## config.mk

```make
export PLATFORM = sky130hd
export DESIGN_NAME = seven_seg_scan
export DESIGN_NICKNAME = d
export VERILOG_FILES = /design/src/rtl/seven_seg_scan.sv
export SDC_FILE = /design/constraint.sdc
export NUM_CORES = 1
export LEC_CHECK = 0
export ABC_CLOCK_PERIOD_IN_PS = 4100
export CAP_MARGIN = 20
export CORE_ASPECT_RATIO = 1.25
export CORE_MARGIN = 2
export CORE_UTILIZATION = 50
export DETAILED_ROUTE_END_ITERATION = 12
export PLACE_DENSITY = 0.72
export SETUP_SLACK_MARGIN = 0.4
export SLEW_MARGIN = 10
export SYNTH_ARGS = -nofsm -noshare
export SYNTH_HDL_FRONTEND = slang
export SYNTH_SLANG_ARGS = --single-unit
```

## constraint.sdc

```tcl
create_clock -name clk -period 4.1 [get_ports clk]
set_input_delay 0.41 -clock clk [delete_from_list [all_inputs] [get_ports clk]]
set_output_delay 0.41 -clock clk [all_outputs]
set_load 0.05 [all_outputs]
```

## src/rtl/seven_seg_scan.sv

```systemverilog
// seven_seg_scan: multiplexed driver for NUM_DIGITS common-select seven-segment
// digits. Provides hex decode, per-digit blank and decimal point, leading-zero
// suppression, PWM brightness with an anti-ghost dead time at each slot start,
// and a double-buffered (shadow -> display) register so the visible digits
// only change on a frame boundary. Every output pin comes straight from a flop.
module seven_seg_scan #(
  parameter int NUM_DIGITS     = 6,
  parameter int SCAN_LOG2      = 16,
  parameter int BRIGHT_W       = 4,
  parameter int DEAD_CYCLES    = 4,
  parameter bit SEG_ACTIVE_LOW = 1'b1,
  parameter bit SEL_ACTIVE_LOW = 1'b1
) (
  input  logic                      clk,
  input  logic                      rst,
  input  logic [6*NUM_DIGITS-1:0]   digits_in,
  input  logic                      load,
  input  logic                      lz_en,
  input  logic [BRIGHT_W-1:0]       brightness,
  output logic [6:0]                seg,
  output logic                      dp,
  output logic [NUM_DIGITS-1:0]     sel,
  output logic                      frame_tick
);

  // Slot counter must hold 0..NUM_DIGITS-1.
  localparam int SLOT_W = (NUM_DIGITS > 1) ? $clog2(NUM_DIGITS) : 1;

  localparam logic [SCAN_LOG2-1:0] PRE_MAX   = '1;
  localparam logic [SCAN_LOG2-1:0] DEAD_END  = SCAN_LOG2'(DEAD_CYCLES);
  localparam logic [SLOT_W-1:0]    SLOT_LAST = SLOT_W'(NUM_DIGITS - 1);

  // A blank digit has only its blank bit (bit 5) set.
  localparam logic [5:0]              BLANK_DIGIT = 6'b100000;
  localparam logic [6*NUM_DIGITS-1:0] BLANK_ALL   = {NUM_DIGITS{BLANK_DIGIT}};

  // Pin levels that mean "off" for the chosen polarity.
  localparam logic [6:0]            SEG_OFF = SEG_ACTIVE_LOW ? 7'h7F : 7'h00;
  localparam logic                  DP_OFF  = SEG_ACTIVE_LOW ? 1'b1  : 1'b0;
  localparam logic [NUM_DIGITS-1:0] SEL_OFF = SEL_ACTIVE_LOW ? {NUM_DIGITS{1'b1}}
                                                             : {NUM_DIGITS{1'b0}};

  // Hex value to active-high gfedcba pattern.
  function automatic logic [6:0] hex_to_seg(input logic [3:0] v);
    logic [6:0] s;
    case (v)
      4'h0: s = 7'h3F;
      4'h1: s = 7'h06;
      4'h2: s = 7'h5B;
      4'h3: s = 7'h4F;
      4'h4: s = 7'h66;
      4'h5: s = 7'h6D;
      4'h6: s = 7'h7D;
      4'h7: s = 7'h07;
      4'h8: s = 7'h7F;
      4'h9: s = 7'h6F;
      4'hA: s = 7'h77;
      4'hB: s = 7'h7C;
      4'hC: s = 7'h39;
      4'hD: s = 7'h5E;
      4'hE: s = 7'h79;
      default: s = 7'h71;
    endcase
    return s;
  endfunction

  // ---------------------------------------------------------------------------
  // State
  // ---------------------------------------------------------------------------
  logic [SCAN_LOG2-1:0]    pre_cnt_q,    pre_cnt_d;
  logic [SLOT_W-1:0]       slot_q,       slot_d;
  logic [6*NUM_DIGITS-1:0] shadow_q,     shadow_d;
  logic [6*NUM_DIGITS-1:0] display_q,    display_d;
  logic [6:0]              seg_q,        seg_d;
  logic                    dp_q,         dp_d;
  logic [NUM_DIGITS-1:0]   sel_q,        sel_d;
  logic                    frame_tick_q, frame_tick_d;

  logic pre_wrap;
  logic frame_start;

  // ---------------------------------------------------------------------------
  // Per-digit decode and zero detection from the display buffer
  // ---------------------------------------------------------------------------
  logic [6:0]            digit_seg [NUM_DIGITS];
  logic [NUM_DIGITS-1:0] digit_dp;
  logic [NUM_DIGITS-1:0] digit_blank;
  logic [NUM_DIGITS-1:0] digit_zero;
  logic [NUM_DIGITS-1:0] zero_from;
  logic [NUM_DIGITS-1:0] suppress;

  genvar gi;
  generate
    for (gi = 0; gi < NUM_DIGITS; gi++) begin : g_digit
      assign digit_seg[gi]   = hex_to_seg(display_q[6*gi +: 4]);
      assign digit_dp[gi]    = display_q[6*gi + 4];
      assign digit_blank[gi] = display_q[6*gi + 5];
      // "Zero" for suppression purposes means value 0 and no decimal point.
      assign digit_zero[gi]  = (display_q[6*gi +: 4] == 4'd0) && !display_q[6*gi + 4];
    end
  endgenerate

  // zero_from[k]: digit k and every more-significant digit are zero.
  // Digit 0 is never suppressed so a value of zero still shows a single "0".
  always_comb begin
    logic acc;
    zero_from = '0;
    suppress  = '0;
    acc       = 1'b1;
    for (int i = NUM_DIGITS - 1; i >= 0; i--) begin
      acc          = acc & digit_zero[i];
      zero_from[i] = acc;
    end
    for (int i = 1; i < NUM_DIGITS; i++) begin
      suppress[i] = lz_en & zero_from[i];
    end
  end

  // ---------------------------------------------------------------------------
  // Prescaler, slot sequencing and double buffering
  // ---------------------------------------------------------------------------
  // Next-state for the scan counters, the buffers and the frame pulse.
  always_comb begin
    pre_cnt_d    = pre_cnt_q + 1'b1;
    slot_d       = slot_q;
    pre_wrap     = (pre_cnt_q == PRE_MAX);
    frame_start  = pre_wrap && (slot_q == SLOT_LAST);
    shadow_d     = shadow_q;
    display_d    = display_q;
    frame_tick_d = 1'b0;

    if (pre_wrap) begin
      slot_d = (slot_q == SLOT_LAST) ? '0 : slot_q + 1'b1;
    end

    // The display takes the shadow contents as they were before this edge,
    // so a load on the same edge only becomes visible one frame later.
    if (frame_start) begin
      display_d    = shadow_q;
      frame_tick_d = 1'b1;
    end

    if (load) begin
      shadow_d = digits_in;
    end
  end

  // ---------------------------------------------------------------------------
  // Pin drive for the current slot
  // ---------------------------------------------------------------------------
  logic                  en;
  logic                  lit;
  logic [6:0]            cur_seg;
  logic                  cur_dp;
  logic                  cur_hidden;
  logic [NUM_DIGITS-1:0] sel_onehot;

  // Select the digit addressed by the slot and compute the registered pin levels.
  // When the select is off the segments are forced off too, so segment edges
  // never land while a digit is enabled.
  always_comb begin
    cur_seg    = '0;
    cur_dp     = 1'b0;
    cur_hidden = 1'b1;
    for (int i = 0; i < NUM_DIGITS; i++) begin
      if (slot_q == SLOT_W'(i)) begin
        cur_seg    = digit_seg[i];
        cur_dp     = digit_dp[i];
        cur_hidden = digit_blank[i] | suppress[i];
      end
    end

    en = (pre_cnt_q >= DEAD_END) &&
         (pre_cnt_q[SCAN_LOG2-1 -: BRIGHT_W] < brightness);
    lit        = en && !cur_hidden;
    sel_onehot = NUM_DIGITS'(1) << slot_q;

    sel_d = SEL_OFF;
    seg_d = SEG_OFF;
    dp_d  = DP_OFF;
    if (en) begin
      sel_d = SEL_ACTIVE_LOW ? ~sel_onehot : sel_onehot;
    end
    if (lit) begin
      seg_d = SEG_ACTIVE_LOW ? ~cur_seg : cur_seg;
      dp_d  = SEG_ACTIVE_LOW ? ~cur_dp  : cur_dp;
    end
  end

  // ---------------------------------------------------------------------------
  // Registers
  // ---------------------------------------------------------------------------
  // All state and output flops; reset blanks everything and restarts the scan.
  always_ff @(posedge clk) begin
    if (rst) begin
      pre_cnt_q    <= '0;
      slot_q       <= '0;
      shadow_q     <= BLANK_ALL;
      display_q    <= BLANK_ALL;
      seg_q        <= SEG_OFF;
      dp_q         <= DP_OFF;
      sel_q        <= SEL_OFF;
      frame_tick_q <= 1'b0;
    end else begin
      pre_cnt_q    <= pre_cnt_d;
      slot_q       <= slot_d;
      shadow_q     <= shadow_d;
      display_q    <= display_d;
      seg_q        <= seg_d;
      dp_q         <= dp_d;
      sel_q        <= sel_d;
      frame_tick_q <= frame_tick_d;
    end
  end

  assign seg        = seg_q;
  assign dp         = dp_q;
  assign sel        = sel_q;
  assign frame_tick = frame_tick_q;

endmodule

```

### Yosys cells after proc, flatten, opt, wreduce, memory -nomap -nowiden

Memories as Yosys holds them, arrays and structs flattened. A register that Yosys moved wholly into a read port is not among the register bits.
Cells that the tools add are included.

* register bits: 106
* bits in read-only memories: 672
* output and inout bits: 15
* word-level logic and storage cells: 98
* memories: 6

* $add $sub $neg: 2
* $lt $le $gt $ge: 2
* eq/ne operators: 6
* shift-type cells: 1
* muxes and demuxes: 32
* bitwise operators: 19
* reduce and logical (&&, ||, !) cells: 22

Memories
* (name not given): words 16, bits a word 7, read ports 1, clocked after memory_dff 1, wr ports 0, RTL line 46 `case (v)`
* (name not given): words 16, bits a word 7, read ports 1, clocked after memory_dff 1, wr ports 0, RTL line 46
* (name not given): words 16, bits a word 7, read ports 1, clocked after memory_dff 1, wr ports 0, RTL line 46
* (name not given): words 16, bits a word 7, read ports 1, clocked after memory_dff 1, wr ports 0, RTL line 46
* (name not given): words 16, bits a word 7, read ports 1, clocked after memory_dff 1, wr ports 0, RTL line 46
* (name not given): words 16, bits a word 7, read ports 1, clocked after memory_dff 1, wr ports 0, RTL line 46

Operators by type and width (number)
* $mux 4: 12
* $mux 7: 6
* $logic_not 4->1: 5
* $add 16x1->16 const B: 1
* $eq 16x16->1 const B: 1
* $ge 16x3->1 const B: 1
* $mux 1: 13
* $and 1x1->1: 9
* $logic_and 1x1->1: 8
* $not 7->7: 1
* $eq 3x2->1 const B: 2
* $eq 3x3->1 const B: 2
* $logic_not 1->1: 6
* $not 6->6: 1
* $shl 1x3->6 const A: 1
* $or 1x1->1: 5
* $lt 4x4->1: 1
* $reduce_or 2->1: 2
* $add 3x1->3 const B: 1
* $eq 3x1->1 const B: 1
* $logic_not 3->1: 1
* $mux 3: 1
* $not 1->1: 3

### Depth between registers and ports, before layout

* depth in word-level cells: 17
* mapped depth: 16
* mapped depth without buffers: 11

### Least setup slack after synthesis

OpenSTA, ideal clock, no wires.

* path kind: register to register
* start: register pre_cnt_q[0]
* end: register, netlist name digit_seg[3]
* setup time: 0.121 ns
* arrival time: 2.932 ns
* required time: 3.979 ns
* path slack: 1.047 ns
* cell stages (with the launch flop): 14
* buffers on the path: 2
* period minus slack after synthesis: 3.053 ns
* cell sequence: dfxtp_1 -> ha_1 -> nand3_1 -> or4_4 -> nor2_4 -> buf_2 -> buf_2 -> nand2_1 -> a21oi_1 -> inv_1 -> ha_1 -> inv_1 -> mux2i_1 -> mux2_2

* cells in the longest elaborated chain, start to end: 4

RTL lines
* from (decl): RTL line 70 `logic [SCAN_LOG2-1:0] pre_cnt_q, pre_cnt_d;`
* from (signal assigned): RTL line 205 `pre_cnt_q <= pre_cnt_d;`
* $eq 16x16->1: RTL line 126 `pre_wrap = (pre_cnt_q == PRE_MAX);`
* $logic_and 1x1->1: RTL line 127 `frame_start = pre_wrap && (slot_q == SLOT_LAST);`
* $mux 4 (no source line) (2 in a row)

Every way passes these cells.
A chain may end at the register's enable or synchronous reset.

### Worst setup path in the final report

* start: register pre_cnt_q[0]
* end: register, netlist name digit_seg[31]

* cells in the longest elaborated chain, start to end: 4

RTL lines (RTL line)
* $eq 16x16->1: 126
* $logic_and 1x1->1: 127
* $mux 4 (no source line) (2 in a row)

Every way passes these cells.

==> impl_metrics.py <==
metrics = {
    "outcome": {
        "run_status": "finished clean",
    },
    "power": {
        "share_comb_of_total_power_pct": 4.0,
        "post-layout-total-power_w": 0.00328,
        "peakVddDrop_mv": 0.226,
        "leakagePower_nw": 3.77,
        "p_sw_share_pct": 22.0,
        "p_sw_w": 0.000721,
        "clock_power_share_pct": 50.6,
        "internal_power_w": 0.00256,
        "power_density_nw_per_um2": 370,
        "power.share.sequential_pct": 45.4,
    },
    "yosys": {
        "simple_gate_fraction_of_synth_area_pct": 18.5,
        "yosys_warnings": 0,
        "post-synth-top-area-cell": "sky130_fd_sc_hd__dfxtp_1",
        "synth_async_sr_flop_share_pct": 0,
        "synth_xor_xnor_area_share_pct": 1.86,
        "post_synth_instance_area_um2": 7540,
        "dominantRegCellSynth": "sky130_fd_sc_hd__dfxtp_1",
        "synth_edf_count": 0,
        "dominant_combinational_cell_family_by_area_after_synthesis": "simple AND/OR/NAND/NOR gates",
        "synth.area.mux_share_pct": 13.9,
        "synth_seq_cells": 148,
        "synthTopCellsByArea": "sky130_fd_sc_hd__dfxtp_1 39%, sky130_fd_sc_hd__mux2i_1 10%, sky130_fd_sc_hd__ha_1 8.0%",
        "yosysTopAreaCellShare_pct": 39.3,
        "postSynthAreaPerCell_um2": 9.07,
        "synthesized_area_fraction_occupied_by_ao_oa_aoi_and_oai_cells_pct": 13.3,
        "synth_cells": 831,
        "synth.yosys.seq_area_share_pct": 39.3,
        "synthesis.nets": 923,
        "synth_fa_ha_area_share_pct": 7.97,
        "synth_cell_type_count": 68,
    },
    "layout": {
        "layout.cells.non_filler": 1071,
        "nets": 969,
        "share_of_post_route_cells_with_drive_strength_above_1_pct": 9.56,
        "antennaDiodeCount": 0,
        "layout.cells.most_common": "sky130_fd_sc_hd__dfxtp_1",
        "mostFrequentLayoutCells": "148 x sky130_fd_sc_hd__dfxtp_1, 90 x sky130_fd_sc_hd__nor2_1, 75 x sky130_fd_sc_hd__mux2i_1",
        "final_design_area_no_fill_um2": 8860,
        "area_growth_pct": 17.5,
    },
    "sta": {
        "minimum_clock_period_ps": 3270,
        "finalSetupTns_ps": 0,
        "worst_slew_pin_slew_ps": 1070,
        "maxSlewViolCount": 0,
        "slew-limit-headroom_pct": 28.5,
        "achievable-frequency_mhz": 306,
        "layout_worst_path_cycle_share_pct": 79.8,
        "unrepaired_setup_endpoints_after_global_routing": "no",
        "hold_violations": 0,
        "final_setup_vio_count": 0,
        "clock_skew_ps": 9.80,
    },
    "clock_network": {
        "cts_hold_buf": 0,
        "htree_levels": 4,
        "postCtsResizedCells": 0,
        "clkLatencyLatePin_ps": 420,
        "cts_sinks": 148,
        "cts_tree": "built",
        "cts_root_buffer": "sky130_fd_sc_hd__clkbuf_16",
        "post_cts_buffers": 0,
        "cts_max_path_buffers": 2,
        "worst_setup_hold_path_clk_slew_ps": 60,
        "number_of_buffers_created_by_cts": 17,
    },
    "detailed_routing": {
        "drtIter0Drc": 402,
        "first_pass_iters": 5,
        "route.antenna.remaining_nets": 0,
        "route.vias.total": 6057,
        "drt-vias-per-instance": 5.66,
        "drc": 0,
        "wire_per_inst_um": 16.6,
        "routed_wl_um": 17800,
    },
    "die": {
        "ios": 59,
        "rows": 50,
        "start_util_pct": 50.6,
        "die_area_um2": 16100,
        "die_h_um": 141,
        "core_area_um2": 14900,
        "dieWidth_um": 114,
    },
    "hold_path": {
        "hp-class": "flop to flop",
    },
    "grt": {
        "grt-ovfl-total": 0,
        "grt_first_pass_wirelength_um": 28900,
        "antenna_found_initial": 0,
        "grt_start_max_net_pins": 118,
        "grt_pass1_vias": 5689,
        "global_route.usage.total_pct": 22.6,
    },
    "setup_path": {
        "worstSetupPathType": "flop to flop",
        "arrival_ps": 3580,
        "worst_setup_path_start_kind": "flop",
        "cp_max_fo": 13,
        "max_stage_delay_ps": 640,
        "timing.critical_path.slowest_stage_cell": "sky130_fd_sc_hd__or4_4",
        "endpoint_kind": "flop",
        "critical_path_required_ps": 4410,
        "crit_path_cell_trace": "ha_1 > nand3_1 > or4_4 > nor2_4 > nand2_1 > a21oi_1 > inv_1 > ha_1 > inv_1 > mux2i_1 > mux2_2",
    },
    "placement": {
        "place.port_buffers": 58,
        "dp.final_hpwl_um": 12500,
        "dpl.cell_count": 1039,
        "placed_area_um2": 8230,
        "gp_congestion": 0.969,
    },
    "run": {
        "maxCapViolCount": 0,
    },
}
## per-layer routing
metal,GRT usage [%],vias to the layer above,share of wire [%]
met5,0,-,0
met4,8.79,0,2.1
met3,3.89,32,4.7
met2,35.2,168,46
met1,31.4,2827,47
li1,-,3030,-
## cell type report
| class | count | area, um2 |
|---|---|---|
| Clock buffer | 17 | 425 |
| Clock inverter | 14 | 201 |
| Sequential cell | 148 | 2960 |
| Tap cell | 182 | 228 |
| Inverter | 46 | 173 |
| Fill cell | 1280 | 6030 |
| Timing Repair Buffer | 70 | 676 |
| Multi-Input combinational cell | 594 | 4190 |
## worst max-delay path: cells and delay by family, from the launching register on
kind | cells | cell delay (ps)
AOI/OAI and AO/OA | 1 | 350
buffers and inverters | 2 | 240
muxes | 2 | 320
adders and majority gates | 2 | 540
and+or+nand+nor | 4 | 1320
DFF | 1 | 380
## power groups by stage
stage	registers, W	clock network [W]	logic [W]
3_3_place_gp	0.00152	0	0.000129
3_5_place_dp	0.00152	0	0.000131
6_report	0.00149	0.00166	0.000131
4_1_cts	0.00149	0.00168	0.000132
2_1_floorplan	0.00151	0	0.0000720
5_1_grt	0.00149	0.00174	0.000144
## logic make-up (layout without fill, tap and decap cells)
group,count (synthesis),count (layout)
and+or+nand+nor,288,289
DFF,148,148
AOI/OAI and AO/OA,144,144
muxes,97,97
buffers and inverters,90,147
adders and majority gates,48,48
xor gates and xnor gates,16,16
## state kept, by name, indices dropped and copies added, names as in the netlist
signal,flops
pre_cnt_q,16
seg,7
frame_tick,1
display_q,36
dp,1
shadow_q,36
slot_q,3
digit_seg,42
sel,6
## through the flow
stage | utilization, % | setup WS [ps] | hold WS, ps
after floorplan | - | 1050 | 410
after global placement | 55.3 | 688 | 428
after detailed placement | 55.3 | 594 | 445
after CTS | 59.5 | 551 | 456
after global routing | 59.5 | 578 | 470
final | 59.5 | 830 | 451
## cell usage after synthesis, types with 6 or more instances
cell type / instances
sky130_fd_sc_hd__xor2_1: 8
sky130_fd_sc_hd__clkbuf_1: 17
sky130_fd_sc_hd__mux2i_1: 75
sky130_fd_sc_hd__nor3_1: 23
sky130_fd_sc_hd__buf_1: 13
sky130_fd_sc_hd__nand2_1: 74
sky130_fd_sc_hd__or3_1: 8
sky130_fd_sc_hd__nor3b_1: 9
sky130_fd_sc_hd__o221ai_1: 8
sky130_fd_sc_hd__nor2_1: 90
sky130_fd_sc_hd__o21ai_0: 28
sky130_fd_sc_hd__xnor2_1: 8
sky130_fd_sc_hd__dfxtp_1: 148
sky130_fd_sc_hd__nor4_1: 8
sky130_fd_sc_hd__inv_1: 46
sky130_fd_sc_hd__buf_2: 7
sky130_fd_sc_hd__a21oi_1: 49
sky130_fd_sc_hd__mux2_2: 16
sky130_fd_sc_hd__a22o_1: 9
sky130_fd_sc_hd__a22oi_1: 6
sky130_fd_sc_hd__ha_1: 48
sky130_fd_sc_hd__nand3_1: 31
sky130_fd_sc_hd__and3_1: 9
## worst paths after layout
check          startpoint             to  slack (ps)  cells after the start
max          pre_cnt_q[0]  digit_seg[31]         830                     11
min          shadow_q[16]  display_q[16]         450                      2
max reg2reg  pre_cnt_q[0]  digit_seg[31]         830                     11
min reg2reg  shadow_q[16]  display_q[16]         450                      2
No activity file was read; power rests on OpenSTA's default activity.
